==> src/rtl/cp0_unit_pkg.sv <==
// Shared CP0 definitions: register addresses, exception codes, SR/Cause bit positions.
package cp0_unit_pkg;

  localparam logic [4:0] REG_SR    = 5'd12;
  localparam logic [4:0] REG_CAUSE = 5'd13;
  localparam logic [4:0] REG_EPC   = 5'd14;
  localparam logic [4:0] REG_PRID  = 5'd15;

  typedef enum logic [4:0] {
    EXC_INT     = 5'd0,
    EXC_ADEL    = 5'd4,
    EXC_ADES    = 5'd5,
    EXC_SYSCALL = 5'd8,
    EXC_RI      = 5'd10,
    EXC_OV      = 5'd12
  } exc_code_e;

  localparam int unsigned SR_IE         = 0;
  localparam int unsigned SR_EXL        = 1;
  localparam int unsigned SR_IM_LSB     = 10;
  localparam int unsigned CAUSE_EXC_LSB = 2;
  localparam int unsigned CAUSE_IP_LSB  = 10;
  localparam int unsigned CAUSE_BD      = 31;

  // Return address recorded for a faulting instruction; delay-slot faults resume at the branch.
  function automatic logic [31:0] epc_target(input logic [31:0] pc, input logic bd);
    return bd ? (pc - 32'd4) : pc;
  endfunction

endpackage

==> src/rtl/cp0_unit_if.sv <==
// Control-unit <-> CP0 signal bundle; master is the control unit, slave is CP0.
interface cp0_unit_if #(
  parameter int unsigned HWINT_W = 6
);
  logic [4:0]         A1;
  logic [4:0]         A2;
  logic [31:0]        Din;
  logic [31:0]        PC;
  logic               BDIn;
  logic [4:0]         ExcCodeIn;
  logic [HWINT_W-1:0] HWInt;
  logic               En;
  logic               EXLClr;
  logic               Req;
  logic [31:0]        EPCOut;
  logic [31:0]        Dout;

  modport master (
    output A1, A2, Din, PC, BDIn, ExcCodeIn, HWInt, En, EXLClr,
    input  Req, EPCOut, Dout
  );

  modport slave (
    input  A1, A2, Din, PC, BDIn, ExcCodeIn, HWInt, En, EXLClr,
    output Req, EPCOut, Dout
  );
endinterface

==> src/rtl/cp0_unit.sv <==
// Coprocessor-0: SR/Cause/EPC/PRId registers plus interrupt-vs-exception arbitration.
module cp0_unit
  import cp0_unit_pkg::*;
#(
  parameter logic [31:0] PRID_VALUE = 32'h0000_5C0A,
  parameter int unsigned HWINT_W    = 6
) (
  input logic        clk,
  input logic        reset,
  cp0_unit_if.slave  bus
);

  logic               ie;
  logic               exl;
  logic [HWINT_W-1:0] im;
  logic               bd;
  logic [HWINT_W-1:0] ip;
  logic [4:0]         exc_code;
  logic [31:0]        epc;

  logic               int_req;
  logic               exc_req;
  logic               req;
  logic [31:0]        sr_val;
  logic [31:0]        cause_val;

  // Arbitration: interrupts need IE and an unmasked line; both are blocked while EXL is set.
  always_comb begin
    int_req = ie & ~exl & (|(bus.HWInt & im));
    exc_req = ~exl & (bus.ExcCodeIn != 5'd0);
    req     = reset & (int_req | exc_req);
  end

  // Architectural views of SR and Cause; unimplemented bits read as zero.
  always_comb begin
    sr_val                             = '0;
    sr_val[SR_IM_LSB +: HWINT_W]       = im;
    sr_val[SR_EXL]                     = exl;
    sr_val[SR_IE]                      = ie;
    cause_val                          = '0;
    cause_val[CAUSE_BD]                = bd;
    cause_val[CAUSE_IP_LSB +: HWINT_W] = ip;
    cause_val[CAUSE_EXC_LSB +: 5]      = exc_code;
  end

  // Outputs: mfc0 read mux and EPC with mtc0 bypass so mtc0 EPC ; eret works back-to-back.
  always_comb begin
    bus.Req = req;
    case (bus.A1)
      REG_SR:    bus.Dout = sr_val;
      REG_CAUSE: bus.Dout = cause_val;
      REG_EPC:   bus.Dout = epc;
      REG_PRID:  bus.Dout = PRID_VALUE;
      default:   bus.Dout = '0;
    endcase
    bus.EPCOut = (bus.En && !req && bus.A2 == REG_EPC) ? bus.Din : epc;
  end

  // Register update: reset, else exception entry, else mtc0 then eret (later NBA clears EXL).
  always_ff @(posedge clk) begin
    if (!reset) begin
      ie       <= 1'b0;
      exl      <= 1'b0;
      im       <= '0;
      bd       <= 1'b0;
      ip       <= '0;
      exc_code <= '0;
      epc      <= '0;
    end else begin
      ip <= bus.HWInt;
      if (req) begin
        exl      <= 1'b1;
        bd       <= bus.BDIn;
        exc_code <= int_req ? EXC_INT : bus.ExcCodeIn;
        epc      <= epc_target(bus.PC, bus.BDIn);
      end else begin
        if (bus.En) begin
          case (bus.A2)
            REG_SR: begin
              im  <= bus.Din[SR_IM_LSB +: HWINT_W];
              exl <= bus.Din[SR_EXL];
              ie  <= bus.Din[SR_IE];
            end
            REG_EPC: epc <= bus.Din;
            default: ;
          endcase
        end
        if (bus.EXLClr) begin
          exl <= 1'b0;
        end
      end
    end
  end

endmodule
==> src/flat_wrapper.sv <==
// flat-port wrapper written by rule: the top's interface ports become plain ports
module cp0_unit_flat import cp0_unit_pkg::*;
#(
  parameter logic [31:0] PRID_VALUE = 32'h0000_5C0A,
  parameter int unsigned HWINT_W    = 6
)
  (clk, reset, bus_A1, bus_A2, bus_Din, bus_PC, bus_BDIn, bus_ExcCodeIn, bus_HWInt, bus_En, bus_EXLClr, bus_Req, bus_EPCOut, bus_Dout);
  cp0_unit_if #(.HWINT_W(HWINT_W)) bus_i ();
  input logic clk;
  input logic reset;
  input wire logic [$bits(bus_i.A1)-1:0] bus_A1;
  input wire logic [$bits(bus_i.A2)-1:0] bus_A2;
  input wire logic [$bits(bus_i.Din)-1:0] bus_Din;
  input wire logic [$bits(bus_i.PC)-1:0] bus_PC;
  input wire logic [$bits(bus_i.BDIn)-1:0] bus_BDIn;
  input wire logic [$bits(bus_i.ExcCodeIn)-1:0] bus_ExcCodeIn;
  input wire logic [$bits(bus_i.HWInt)-1:0] bus_HWInt;
  input wire logic [$bits(bus_i.En)-1:0] bus_En;
  input wire logic [$bits(bus_i.EXLClr)-1:0] bus_EXLClr;
  output wire logic [$bits(bus_i.Req)-1:0] bus_Req;
  output wire logic [$bits(bus_i.EPCOut)-1:0] bus_EPCOut;
  output wire logic [$bits(bus_i.Dout)-1:0] bus_Dout;
  assign bus_i.A1 = bus_A1;
  assign bus_i.A2 = bus_A2;
  assign bus_i.Din = bus_Din;
  assign bus_i.PC = bus_PC;
  assign bus_i.BDIn = bus_BDIn;
  assign bus_i.ExcCodeIn = bus_ExcCodeIn;
  assign bus_i.HWInt = bus_HWInt;
  assign bus_i.En = bus_En;
  assign bus_i.EXLClr = bus_EXLClr;
  assign bus_Req = bus_i.Req;
  assign bus_EPCOut = bus_i.EPCOut;
  assign bus_Dout = bus_i.Dout;
  cp0_unit #(.PRID_VALUE(PRID_VALUE), .HWINT_W(HWINT_W)) u_core (.clk(clk), .reset(reset), .bus(bus_i));
endmodule
==> config.mk <==
export PLATFORM = sky130hd
export DESIGN_NAME = cp0_unit_flat
export DESIGN_NICKNAME = d
export VERILOG_FILES = /design/src/rtl/cp0_unit_pkg.sv /design/src/rtl/cp0_unit_if.sv /design/src/rtl/cp0_unit.sv /design/src/flat_wrapper.sv
export SDC_FILE = /design/constraint.sdc
export NUM_CORES = 1
export LEC_CHECK = 0
export ABC_CLOCK_PERIOD_IN_PS = 2400
export CORE_MARGIN = 5
export CORE_UTILIZATION = 30
export CTS_BUF_LIST = sky130_fd_sc_hd__clkbuf_2 sky130_fd_sc_hd__clkbuf_4 sky130_fd_sc_hd__clkbuf_8
export DETAILED_ROUTE_END_ITERATION = 10
export GPL_TIMING_DRIVEN = 0
export SETUP_SLACK_MARGIN = 0.4
export SYNTH_ARGS = -nofsm -noshare
export SYNTH_HDL_FRONTEND = slang
export SYNTH_SLANG_ARGS = --single-unit
==> constraint.sdc <==
create_clock -name clk -period 2.4 [get_ports clk]
set_input_delay 0.24 -clock clk [delete_from_list [all_inputs] [get_ports clk]]
set_output_delay 0.24 -clock clk [all_outputs]
set_load 0.005 [all_outputs]
; After elaboration in Yosys (flattened, before gate mapping)
; Cells that the tools add are included.
[totals]
word_cells = 45
reg_bits = 52
[op_classes]
n_reduce_logical = 12
n_eq_ne = 6
n_mux = 11
n_addsub = 1
bitwise = 8
[ops]
columns = cell, n
row1 = 2-to-1 mux 32 bit, 5
row2 = one-hot mux 32 bit (4 select lines), 1
row3 = "subtractor 32 x 3 -> 32 bit, second input constant", 1
row4 = "equality test 5 x 4 -> 1 bit, second input constant", 6
row5 = bitwise AND 6 bit, 1
row6 = nonzero test 3 bit, 2
row7 = OR reduction 6 bit, 1
row8 = 2-to-1 mux 5 bit, 1
row9 = nonzero test 5 bit, 1
row10 = bitwise AND 1 bit, 4
row11 = 2-to-1 mux 1 bit, 4
row12 = AND reduction 2 bit, 2
row13 = nonzero test 2 bit, 2
row14 = AND reduction 3 bit, 1
row15 = logical AND 1 bit, 2
row16 = inverter 1 bit, 2
row17 = logical NOT 1 bit, 1
row18 = bitwise OR 1 bit, 1

; Depth between registers and ports, before layout
[logic_depth]
ltp_word = 9
ltp_mapped = 7

; Worst setup path before layout
; Ideal clock, no wire load.
[synth_path]
path_kind = input port to output port
from = in bus_ExcCodeIn[1]
to = out bus_EPCOut[10]
arrival_ps = 1920
setup_slack_ps = 240
n_path_buf = 2
required_ps = 2160
path_stages = 6
cell_sequence = or4_1 > o211a_1 > buf_6 > nor3_4 > buf_6 > mux2_2
[synth_via]
elab_chain_cells = 8
[synth_lines]
columns = item, line
row1 = from (decl), flat_wrapper.sv:16  ; input wire logic [$bits(bus_i.ExcCodeIn)-1:0] bus_ExcCodeIn;
row2 = nonzero test 5 bit, cp0_unit.sv:30  ; exc_req = ~exl & (bus.ExcCodeIn != 5'd0);
row3 = bitwise AND 1 bit, cp0_unit.sv:30
row4 = bitwise OR 1 bit, cp0_unit.sv:31  ; req = reset & (int_req | exc_req);
row5 = bitwise AND 1 bit, cp0_unit.sv:31
row6 = logical NOT 1 bit, cp0_unit.sv:56  ; bus.EPCOut = (bus.En && !req && bus.A2 == REG_EPC) ? bus.Din : epc;
row7 = logical AND 1 bit (2 in a row), cp0_unit.sv:56
row8 = 2-to-1 mux 32 bit, cp0_unit.sv:56
row9 = to (decl), flat_wrapper.sv:21  ; output wire logic [$bits(bus_i.EPCOut)-1:0] bus_EPCOut;
; No other way between the ends.

; Final worst setup path
[layout_path]
from = in bus_ExcCodeIn[2]
to = out bus_EPCOut[9]
; The elaborated chain is that of the path after synthesis.

==> flow_summary_export.csv <==
group,metric,value,unit
floorplan,die_width,125,µm
power_and_ir_drop,seq_power_share,40.0,%
synth,synth_flop_cell,"dfxtp_1",
worst_setup_path,r2r_slack,0.44,ns
floorplan,ios,155,
power_and_ir_drop,irDropWorstVdd,0.239,mV
detailed_routing,ant_nets,0,
clock_tree,root_buffer,"clkbuf_8",
worst_setup_path,rr_worst_depth,8,
layout,drive_gt1_share,35.6,%
synth,syn_area_per_cell,8.24,µm²
placed_design,port_buffers,150,
power_and_ir_drop,power_frac_clock,22.4,%
sta,finalSetupViolations,32,
layout,final_cells,892,
run,drv_cap,0,
sta,period_minus_slack,2.58,ns
detailed_routing,drc_errors,0,
global_route,grt_usage,20.5,%
floorplan,die_area,0.0157,mm²
power_and_ir_drop,leakagePower,3.03,nW
global_route,grt_first_pass_wirelength,26.4,mm
layout,fin_nets,804,
power_and_ir_drop,p_sw_share,32.6,%
floorplan,rows,42,
clock_tree,cts.clk_slew.worst_paths,0.11,ns
clock_tree,cts_tree,"done",
power_and_ir_drop,switching_power,0.810,mW
synth,synth.distinct_cells,45,
placed_design,place_inst,811,
layout,fillCellCount,1188,
synth,synth_seq_area_share,26.0,%
synth,syn_inst,485,
placed_design,gp_congestion,0.925,
synth,postSynthNetCount,576,
clock_tree,numClockSinks,52,
sta,tightestPinTransition,0.599,ns
sta,max_slew_margin,59.8,%
sta,clock.fmax,388,MHz
sta,finalCritPeriodShare,108,%
worst_setup_path,r2r-end,"u_core.epc[28]",
clock_tree,clk_latency,0.31,ns
global_route,grt_overflow,0,
clock_tree,clockBufferDepth,2,
power_and_ir_drop,p_int,1.67,mW
detailed_routing,wire_per_inst,19.8,µm
layout,design_area,0.00727,mm²
worst_setup_path,reg2reg_from,"u_core.im[0]",
sta,drv_slew,0,
synth,async_reset_ff_share,0,%
detailed_routing,drt_wl_total,17.6,mm
worst_setup_path,worstSetupStartpointType,"input port",
clock_tree,hold_buffers,0,
worst_setup_path,cp-end-kind,"output pin",
worst_hold_path,hp-start,"bus_ExcCodeIn[0]",
sta,holdWs,0.144,ns
power_and_ir_drop,power,2.48,mW
sta,finalSetupTns,-4.07,ns
layout,area_growth,81.9,%
detailed_routing,via_count,4873,
synth,yosys_register_bits,52,
floorplan,die_h,125,µm
worst_hold_path,holdPathEnd,"u_core.exc_code[0]",
worst_hold_path,holdPathStages,3,
detailed_routing,first_pass_iters,5,
run_status,run_status,"finished, violations left",
worst_setup_path,worst-path-max-fanout,3,
sta,rsz0062_at_grt,"yes",
floorplan,core-area,0.0131,mm²
worst_setup_path,critPathKind,"input port to output pin",
detailed_routing,drt_iter0_markers,268,
run_status,failed_checks,"negative setup slack",
placed_design,hpwl,12.7,mm
placed_design,placed_cell_area,0.00584,mm²
global_route,grt_pass1_vias,4888,
placed_design,preCtsSetupSlack,-1.32,ns
worst_setup_path,arrival,2.34,ns
synth,yosysWarnings,0,
power_and_ir_drop,combinationalPowerShare,37.6,%
global_route,antenna_found_initial,2,
sta,worst_slack,-0.180,ns
clock_tree,cts_inserted_buffers,5,
worst_hold_path,hold_path.class,"input port to register",
sta,fin_skew,0.00805,ns
detailed_routing,viasPerCell,5.46,
layout,final_core_util,55.3,%
synth,syn-cell-area,0.00400,mm²
worst_setup_path,critical_path_required,2.16,ns
global_route,grt_max_degree,17,
synth,synth-edff-count,0,
sta,finalHoldViolations,0,
floorplan,start_util,30.4,%
clock_tree,htree_levels,2,
power_and_ir_drop,powerDensity,341,mW/mm²
sequential cells by signal, indices dropped and copies added, names as in the netlist:
register	flops
u_core.exl	1
u_core.exc_code	5
u_core.ip	6
u_core.im	6
u_core.ie	1
u_core.epc	32
u_core.bd	1
worst max path at each step:
stage | start | endpoint | slack (ns) | cells past startpoint
finish | bus_ExcCodeIn[2] | bus_EPCOut[9] | -0.18 | 11
global placement | bus_A1[1] | bus_Dout[16] | -1.37 | 6
detailed placement | bus_A1[1] | bus_Dout[16] | -1.32 | 6
floorplan | bus_ExcCodeIn[1] | bus_EPCOut[10] | 0.29 | 6
CTS | bus_ExcCodeIn[2] | bus_EPCOut[16] | -0.18 | 11
global route | bus_ExcCodeIn[2] | bus_EPCOut[1] | -0.23 | 11
cell usage in the layout, fill, tap and decap left out, types with 9 or more instances in the layout:
master           instances
mux2_4                  32
nor2_1                  22
inv_1                   26
dlymetal6s2s_1          12
a31oi_1                 33
buf_2                   10
o21ai_0                  9
clkbuf_8                 9
dlygate4sd2_1           15
clkbuf_1                17
dfxtp_1                 48
mux2i_1                 27
or3_1                   12
nand2_1                 19
buf_6                   70
a211oi_1                26
or4_1                    9
and4_1                  18
clkbuf_2                14
and2_1                  18
clkdlybuf4s50_1         70
buf_4                   36
power by group through the flow:
stage               Sequential (mW)  Combinational (mW)  Clock [mW]
floorplan                     0.984               0.360           0
global placement               1.01               0.745           0
detailed placement             1.01               0.752           0
CTS                           0.991               0.845       0.552
global route                   1.00               0.993       0.588
finish                        0.992               0.933       0.556
routing by layer:
| layer | GRT usage (%) | wire length, µm |
|---|---|---|
| met5 | 0 | 0 |
| met1 | 25.7 | 7610 |
| met2 | 36.4 | 8920 |
| met3 | 2.94 | 657 |
| met4 | 6.06 | 439 |
synth_stat cells (5+ instances only):
cell	count	area, µm²
nand2_1	20	75.1
inv_1	27	101
and2_1	24	150
dfxtp_1	52	1040
mux2i_1	27	270
a22oi_1	8	60.1
nor4_1	16	100
o41ai_1	16	140
nor2b_1	7	43.8
mux2_2	31	349
o31ai_1	10	75.1
or3_1	12	75.1
or4_1	10	75.1
a211oi_1	26	195
a31oi_1	36	225
nand3b_1	5	37.5
and4_1	21	184
nand4_1	6	37.5
nor3_1	9	45.0
a21oi_1	5	25.0
o21ai_0	9	45.0
nor2_1	22	82.6
clkbuf_1	39	146
cell type report:
class / count / area [µm²] / area share (%)
antenna: 2 / 5.00 / 0.0688
buffer: 47 / 354 / 4.87
clock buffer: 6 / 76.3 / 1.05
clock inverter: 2 / 16.3 / 0.224
inverter: 28 / 105 / 1.45
multi-input combinational: 358 / 3200 / 44.0
sequential: 52 / 1050 / 14.4
tap: 176 / 220 / 3.03
timing repair buffer: 221 / 2250 / 31.0
critical path, stage by stage:
cell     delay [ns]
buf_6          0.09
or4_4          0.53
o211a_1        0.23
buf_6          0.13
nor3_4         0.20
buf_6          0.15
buf_4          0.12
buf_8          0.11
buf_12         0.10
mux2_4         0.29
buf_6          0.11
logic make-up after synthesis:
kind of cell	after synthesis	share of synthesized area, %
XOR/XNOR	8	1.75
flip-flops	52	26.0
AO/OA/AOI/OAI	124	22.3
AND/OR/NAND/NOR	166	25.9
adder cells (fa/ha/maj)	1	0.313
multiplexers	59	15.8
buffers and inverters	75	7.92
timing repair:
item	in CTS	in global routing
cloned	3	1
gates resized for setup	341	101
pin swaps	10	17
setup buffers	45	22
endpoints found under the setup margin	110	85
Power figures use the tool's default switching activity.
